$ cat src/rtl/uart_pkg.sv
// Shared UART encodings: baud selects, divisor helper, parity codes and rx FSM states.
// Used by both the transmitter and the receiver so they can share one settings bus.
`timescale 1ns/1ps
package uart_pkg;

    localparam int BAUD_2400_HZ  = 2400;
    localparam int BAUD_4800_HZ  = 4800;
    localparam int BAUD_9600_HZ  = 9600;
    localparam int BAUD_19200_HZ = 19200;

    localparam logic [1:0] BAUD_2400  = 2'b00;
    localparam logic [1:0] BAUD_4800  = 2'b01;
    localparam logic [1:0] BAUD_9600  = 2'b10;
    localparam logic [1:0] BAUD_19200 = 2'b11;

    localparam logic [1:0] PAR_NONE     = 2'b00;
    localparam logic [1:0] PAR_ODD      = 2'b01;
    localparam logic [1:0] PAR_EVEN     = 2'b10;
    localparam logic [1:0] PAR_NONE_ALT = 2'b11;

    localparam int DIV_W = 16;

    typedef logic [2:0] rx_state_t;
    localparam rx_state_t ST_IDLE   = 3'd0;
    localparam rx_state_t ST_START  = 3'd1;
    localparam rx_state_t ST_DATA   = 3'd2;
    localparam rx_state_t ST_PARITY = 3'd3;
    localparam rx_state_t ST_STOP   = 3'd4;
    localparam rx_state_t ST_DONE   = 3'd5;

    // Rounded clocks per oversample tick for the selected baud.
    function automatic logic [DIV_W-1:0] baud_div(input int clk_freq,
                                                  input logic [1:0] baud_rate,
                                                  input int oversample);
        int hz;
        int den;
        case (baud_rate)
            BAUD_2400:  hz = BAUD_2400_HZ;
            BAUD_4800:  hz = BAUD_4800_HZ;
            BAUD_9600:  hz = BAUD_9600_HZ;
            default:    hz = BAUD_19200_HZ;
        endcase
        den = hz * oversample;
        return DIV_W'((clk_freq + den / 2) / den);
    endfunction

endpackage

$ cat src/rtl/uart_rx_tick_gen.sv
// Oversample tick generator: free-running divisor counter with a synchronous restart.
`timescale 1ns/1ps
module uart_rx_tick_gen
    import uart_pkg::*;
(
    input  logic             clk,
    input  logic             arst_n,
    input  logic             restart,
    input  logic [DIV_W-1:0] div,
    output logic             tick
);

    logic [DIV_W-1:0] cnt;

    // The >= keeps the counter bounded if the divisor shrinks between frames.
    always_ff @(posedge clk or negedge arst_n) begin
        if (!arst_n) begin
            cnt <= '0;
        end else if (restart || cnt >= div - DIV_W'(1)) begin
            cnt <= '0;
        end else begin
            cnt <= cnt + DIV_W'(1);
        end
    end

    assign tick = !restart && (cnt == div - DIV_W'(1));

endmodule

$ cat src/rtl/uart_rx.sv
// 16x oversampling UART receiver: 7/8 data bits, optional parity, 1/2 stop bits.
// Optional macro RX_MAJORITY_VOTE_EN: 2-of-3 vote around each bit centre.
`timescale 1ns/1ps
module uart_rx
    import uart_pkg::*;
#(
    parameter int CLK_FREQ   = 50_000_000,
    parameter int OVERSAMPLE = 16
) (
    input  logic       clk,
    input  logic       arst_n,
    input  logic       rx,
    input  logic [1:0] baud_rate,
    input  logic [1:0] parity_type,
    input  logic       stop_bits,
    input  logic       data_length,
    output logic [7:0] data_out,
    output logic       rx_valid,
    output logic       rx_active,
    output logic       parity_err,
    output logic       frame_err
);

    localparam int TW = $clog2(OVERSAMPLE);
    localparam logic [DIV_W-1:0] DIV0 = baud_div(CLK_FREQ, BAUD_2400, OVERSAMPLE);
    localparam logic [DIV_W-1:0] DIV1 = baud_div(CLK_FREQ, BAUD_4800, OVERSAMPLE);
    localparam logic [DIV_W-1:0] DIV2 = baud_div(CLK_FREQ, BAUD_9600, OVERSAMPLE);
    localparam logic [DIV_W-1:0] DIV3 = baud_div(CLK_FREQ, BAUD_19200, OVERSAMPLE);

    rx_state_t        state;
    logic             rx_meta, rx_sync, rx_prev;
    logic             armed;
    logic [1:0]       cfg_baud, cfg_par;
    logic             cfg_stop, cfg_len;
    logic [DIV_W-1:0] cur_div;
    logic             tick, start_edge, sample_now, bit_val, par_en;
    logic [TW-1:0]    tick_cnt;
    logic [2:0]       bit_cnt, last_bit;
    logic             stop_cnt;
    logic [7:0]       shift_reg;
    logic             par_err_pend, frm_err_pend;

    always_ff @(posedge clk or negedge arst_n) begin
        if (!arst_n) begin
            rx_meta <= 1'b1;
            rx_sync <= 1'b1;
            rx_prev <= 1'b1;
        end else begin
            rx_meta <= rx;
            rx_sync <= rx_meta;
            rx_prev <= rx_sync;
        end
    end

    assign start_edge = (state == ST_IDLE) && armed && rx_prev && !rx_sync;
    assign par_en     = (cfg_par != PAR_NONE) && (cfg_par != PAR_NONE_ALT);
    assign last_bit   = cfg_len ? 3'd7 : 3'd6;

    always_comb begin
        cur_div = DIV3;
        case (cfg_baud)
            BAUD_2400:  cur_div = DIV0;
            BAUD_4800:  cur_div = DIV1;
            BAUD_9600:  cur_div = DIV2;
            default:    cur_div = DIV3;
        endcase
    end

    uart_rx_tick_gen u_tick_gen (
        .clk     (clk),
        .arst_n  (arst_n),
        .restart (start_edge),
        .div     (cur_div),
        .tick    (tick)
    );

    always_ff @(posedge clk or negedge arst_n) begin
        if (!arst_n) begin
            tick_cnt <= '0;
        end else if (start_edge) begin
            tick_cnt <= '0;
        end else if (tick) begin
            tick_cnt <= (tick_cnt == TW'(OVERSAMPLE - 1)) ? '0 : tick_cnt + TW'(1);
        end
    end

`ifdef RX_MAJORITY_VOTE_EN
    logic vote_a, vote_b;

    always_ff @(posedge clk or negedge arst_n) begin
        if (!arst_n) begin
            vote_a <= 1'b1;
            vote_b <= 1'b1;
        end else if (tick) begin
            if (tick_cnt == TW'(OVERSAMPLE / 2 - 2)) vote_a <= rx_sync;
            if (tick_cnt == TW'(OVERSAMPLE / 2 - 1)) vote_b <= rx_sync;
        end
    end

    assign sample_now = tick && (tick_cnt == TW'(OVERSAMPLE / 2));
    assign bit_val    = (vote_a & vote_b) | (vote_a & rx_sync) | (vote_b & rx_sync);
`else
    assign sample_now = tick && (tick_cnt == TW'(OVERSAMPLE / 2 - 1));
    assign bit_val    = rx_sync;
`endif

    always_ff @(posedge clk or negedge arst_n) begin
        if (!arst_n) begin
            state        <= ST_IDLE;
            armed        <= 1'b1;
            cfg_baud     <= '0;
            cfg_par      <= '0;
            cfg_stop     <= 1'b0;
            cfg_len      <= 1'b0;
            bit_cnt      <= '0;
            stop_cnt     <= 1'b0;
            shift_reg    <= '0;
            par_err_pend <= 1'b0;
            frm_err_pend <= 1'b0;
            data_out     <= '0;
            rx_valid     <= 1'b0;
            rx_active    <= 1'b0;
            parity_err   <= 1'b0;
            frame_err    <= 1'b0;
        end else begin
            rx_valid <= 1'b0;
            if (!armed && rx_sync) armed <= 1'b1;
            case (state)
                ST_IDLE: begin
                    if (start_edge) begin
                        state        <= ST_START;
                        cfg_baud     <= baud_rate;
                        cfg_par      <= parity_type;
                        cfg_stop     <= stop_bits;
                        cfg_len      <= data_length;
                        bit_cnt      <= '0;
                        stop_cnt     <= 1'b0;
                        shift_reg    <= '0;
                        par_err_pend <= 1'b0;
                        frm_err_pend <= 1'b0;
                    end
                end
                ST_START: begin
                    if (sample_now) begin
                        if (bit_val) begin
                            state <= ST_IDLE;
                        end else begin
                            state     <= ST_DATA;
                            rx_active <= 1'b1;
                        end
                    end
                end
                ST_DATA: begin
                    if (sample_now) begin
                        shift_reg[bit_cnt] <= bit_val;
                        bit_cnt            <= bit_cnt + 3'd1;
                        if (bit_cnt == last_bit) state <= par_en ? ST_PARITY : ST_STOP;
                    end
                end
                ST_PARITY: begin
                    // Error when the ones count disagrees with the selected sense.
                    if (sample_now) begin
                        par_err_pend <= (^shift_reg) ^ bit_val ^ (cfg_par == PAR_ODD);
                        state        <= ST_STOP;
                    end
                end
                ST_STOP: begin
                    if (sample_now) begin
                        if (!bit_val) frm_err_pend <= 1'b1;
                        if (stop_cnt == cfg_stop) state <= ST_DONE;
                        else stop_cnt <= 1'b1;
                    end
                end
                ST_DONE: begin
                    data_out   <= shift_reg;
                    parity_err <= par_err_pend;
                    frame_err  <= frm_err_pend;
                    rx_valid   <= 1'b1;
                    rx_active  <= 1'b0;
                    state      <= ST_IDLE;
                    // Line held low after a bad stop is a break: wait for idle high.
                    if (!rx_sync && frm_err_pend) armed <= 1'b0;
                end
                default: state <= ST_IDLE;
            endcase
        end
    end

endmodule
$ cat config.mk
export PLATFORM = sky130hd
export DESIGN_NAME = uart_rx
export DESIGN_NICKNAME = d
export VERILOG_FILES = /design/src/rtl/uart_pkg.sv /design/src/rtl/uart_rx_tick_gen.sv /design/src/rtl/uart_rx.sv
export SDC_FILE = /design/constraint.sdc
export NUM_CORES = 1
export LEC_CHECK = 0
export CAP_MARGIN = 10
export CORE_ASPECT_RATIO = 0.75
export CORE_UTILIZATION = 40
export CTS_CLUSTER_DIAMETER = 40
export DETAILED_ROUTE_END_ITERATION = 8
export PLACE_DENSITY = 0.63
export SLEW_MARGIN = 20
export SYNTH_ARGS = -nofsm -noshare
export SYNTH_HDL_FRONTEND = slang
export SYNTH_HIERARCHICAL = 1
export SYNTH_SLANG_ARGS = --single-unit
$ cat constraint.sdc
create_clock -name clk -period 7.7 [get_ports clk]
set_clock_uncertainty 0.2 [all_clocks]
set_input_delay 0.77 -clock clk [delete_from_list [all_inputs] [get_ports clk]]
set_output_delay 0.77 -clock clk [all_outputs]
set_load 0.01 [all_outputs]
==> reports/metrics.yaml <==
routing:
  postRouteAntennaNets: 0
  firstDrtPassIters: 4
  drc: 0
  post_drt_wl_per_cell_um: 16.22
  vias: 2873
  drt-total-wl_mm: 8.255
  detail_route.vias_per_cell: 5.644
  number_of_violations_reported_at_the_end_of_detailed_routing_iteration_0: 126
synth:
  synth-simple-area-share_pct: 24.92
  yosysUniqueCellTypes: 60
  share_of_the_synthesized_area_in_compound_gates_ao_oa_aoi_oai_pct: 11.73
  ys_top_cells_by_count: "dfrtp_1 (55), nand2_1 (48), xnor2_1 (28)"
  synth_xor_area_share_pct: 9.368
  synth_area_leaders: "dfrtp_1 (37%), ha_1 (7.1%), xnor2_1 (6.6%)"
  synth_edf_count: 0
  synthDominantCellAreaShare_pct: 37.20
  total_standard_cell_area_after_synthesis_um2: 3700
  yosys.area_share.adder_pct: 7.102
  synth.ff_latch_count: 59
  yosys_most_used_dff: "dfrtp_1"
  number_of_synthesis_warnings: 6
  asr_flop_ratio_synth_pct: 100.0
  part_of_the_yosys_area_used_for_sequential_elements_pct: 40.04
  synthesis.area_per_instance_um2: 9.999
  syn_inst: 370
  yosys-mux-area-fraction_pct: 2.435
  synthMostInstantiatedCell: "dfrtp_1"
  synth_top_cell_by_area: "dfrtp_1"
  dominant_combinational_cell_family_by_area_after_synthesis: "simple AND/OR/NAND/NOR gates"
floorplan:
  rows: 29
  die_width_um: 113.1
  top_level_ports: 21
  design.die.area_um2: 9642
  start_util_pct: 42.49
  floorplan.die.height_um: 85.29
  design.core.area_um2: 8708
place:
  place_ws_ns: 3.413
  dp_hpwl_mm: 5.836
  gp_routability_congestion: 0.8164
  buffer_ports.inserted: 20
timing:
  timing_hold_violations_final: 0
  setup_repair_after_global_routing_missed_its_margin: "no"
  finalCriticalPeriod_ns: 4.389
  worst_pin_slew_ns: 1.138
  timing.slew.headroom_pct: 24.12
  hold_ws_ns: 0.1580
  final.period_utilization_pct: 57.00
  final-setup-viol-count: 0
  fmax_ghz: 0.2279
  fin_setup_tns_ns: 0
  final_max_slew_viol_count: 0
  post_route_worst_setup_slack_ns: 3.311
finish:
  numnets_final: 427
  largest_register_ff_count: 16
  insertedDiodeCount: 0
  layout-drive-gt1-share_pct: 14.46
  layout-area-overhead-vs-synth_pct: 15.96
  nFillCells: 807
pwr:
  design_power_total_mw: 1.279
  p_leak_nw: 1.829
  ir_worst_vdd_v: 0.0001434
  power_per_cell_area_nw_per_um2: 298.1
global_route:
  grt_start_max_net_pins: 60
  first_global_vias: 2788
  grt_antenna_before_repair: 0
  overflow: 0
  global_route_wire_length_before_repair_mm: 14.27
  grt_util_all_layers_pct: 19.21
run_status:
  outcome: "finished clean"
clock_tree:
  clock-sinks: 59
  cts_hold_repair.buffers: 0
  clk-insertion-delay-late_ns: 0.33
  postCtsSetupRepairBufs: 0
  tritoncts: "built"
  cts_max_level: 3
  clock_tree.root_cell: "clkbuf_16"
  cts-buffers-inserted: 9
  clk_transition_reported_paths_ns: 0.05
  cts_repair_resize_count: 0
  cts_buffer_depth: 2
worst_setup_path:
  critical_path_required_ns: 7.72
  critical_path_class: "flip-flop to flip-flop"
  setup.worst_path.end_class: "flip-flop"
  cp.arrival_ns: 4.41
  worst_setup_path_start_kind: "flip-flop"
  worst-path-max-fanout: 11
job:
  maxCapViolCount: 0
min_path:
  timing.hold.worst.class: "flip-flop to flip-flop"
[cells in the final DEF (no fill, tap or decap), drive strengths merged, types with 6 or more instances in the layout]
| cell type | count |
|---|---|
| xor2 | 9 |
| clkdlybuf4s50 | 19 |
| o21ai | 15 |
| o31ai | 13 |
| conb | 14 |
| a21oi | 13 |
| inv | 15 |
| a31oi | 6 |
| nor4 | 23 |
| ha | 21 |
| xnor2 | 28 |
| nor3 | 15 |
| dfrtp | 55 |
| clkbuf | 13 |
| nor2 | 19 |
| nand2 | 48 |
| nand3 | 12 |
[through the flow]
stage          instances  instance area (µm²)  util, %
6_report             509                 4290    49.27
5_1_grt              509                 4290    49.27
4_1_cts              509                 4283    49.18
3_5_place_dp         494                 3988    45.79
3_3_place_gp         494                 3988    45.79
2_1_floorplan        382                 3745        -
[report_power, final]
group	internal (mW)	switching (mW)	leakage, nW
Clock	0.266	0.135	0.146
Combinational	0.184	0.256	0.902
Sequential	0.360	0.0790	0.782
[final cells by class]
class / instances / area (µm²) / area share (%)
Multi-Input combinational cell: 290 / 2116 / 49.31
Clock inverter: 2 / 35.03 / 0.8166
Inverter: 16 / 60.06 / 1.400
Tap cell: 108 / 135.1 / 3.150
Sequential cell: 59 / 1481 / 34.53
Clock buffer: 13 / 260.3 / 6.066
Timing Repair Buffer: 21 / 202.7 / 4.724
[critical path, stage by stage, from the launching register on]
cell and delay [ns]:
dfrtp_1 0.55, inv_1 0.26, nor2_1 0.58, xnor2_1 0.17, ha_1 0.32, and4_1 0.22, nand2_1 0.10, nor3_1 0.59
nand2_1 0.17, nor3b_1 0.55, nand4b_1 0.28, o31ai_1 0.28
[logic make-up after synthesis]
logic type,count (synthesis)
XOR/XNOR,38
adder cells (fa/ha/maj),21
AO/OA/AOI/OAI,64
other,2
flip-flops,59
multiplexers,8
AND/OR/NAND/NOR,145
buffers and inverters,33
[layer usage]
layer	GRT usage, %	wire [µm]
met1	27.94	4265
met2	27.27	3518
met3	5.643	376
met4	5.981	94
met5	0	0
[final timing paths]
| path | startpoint | slack [ns] | endpoint | depth (start not counted) |
|---|---|---|---|---|
| min reg2reg | rx_meta | 0.16 | bit_val | 0 |
| min | rx_meta | 0.16 | bit_val | 0 |
| max reg2reg | cfg_baud[0] | 3.31 | shift_reg[0] | 11 |
| max | cfg_baud[0] | 3.31 | shift_reg[0] | 11 |
| min in group asynchronous | arst_n | 0.40 | rx_active | 2 |
| max in group asynchronous | arst_n | 6.42 | state[1] | 2 |
Note: power is estimated with default switching activity, not from simulation.
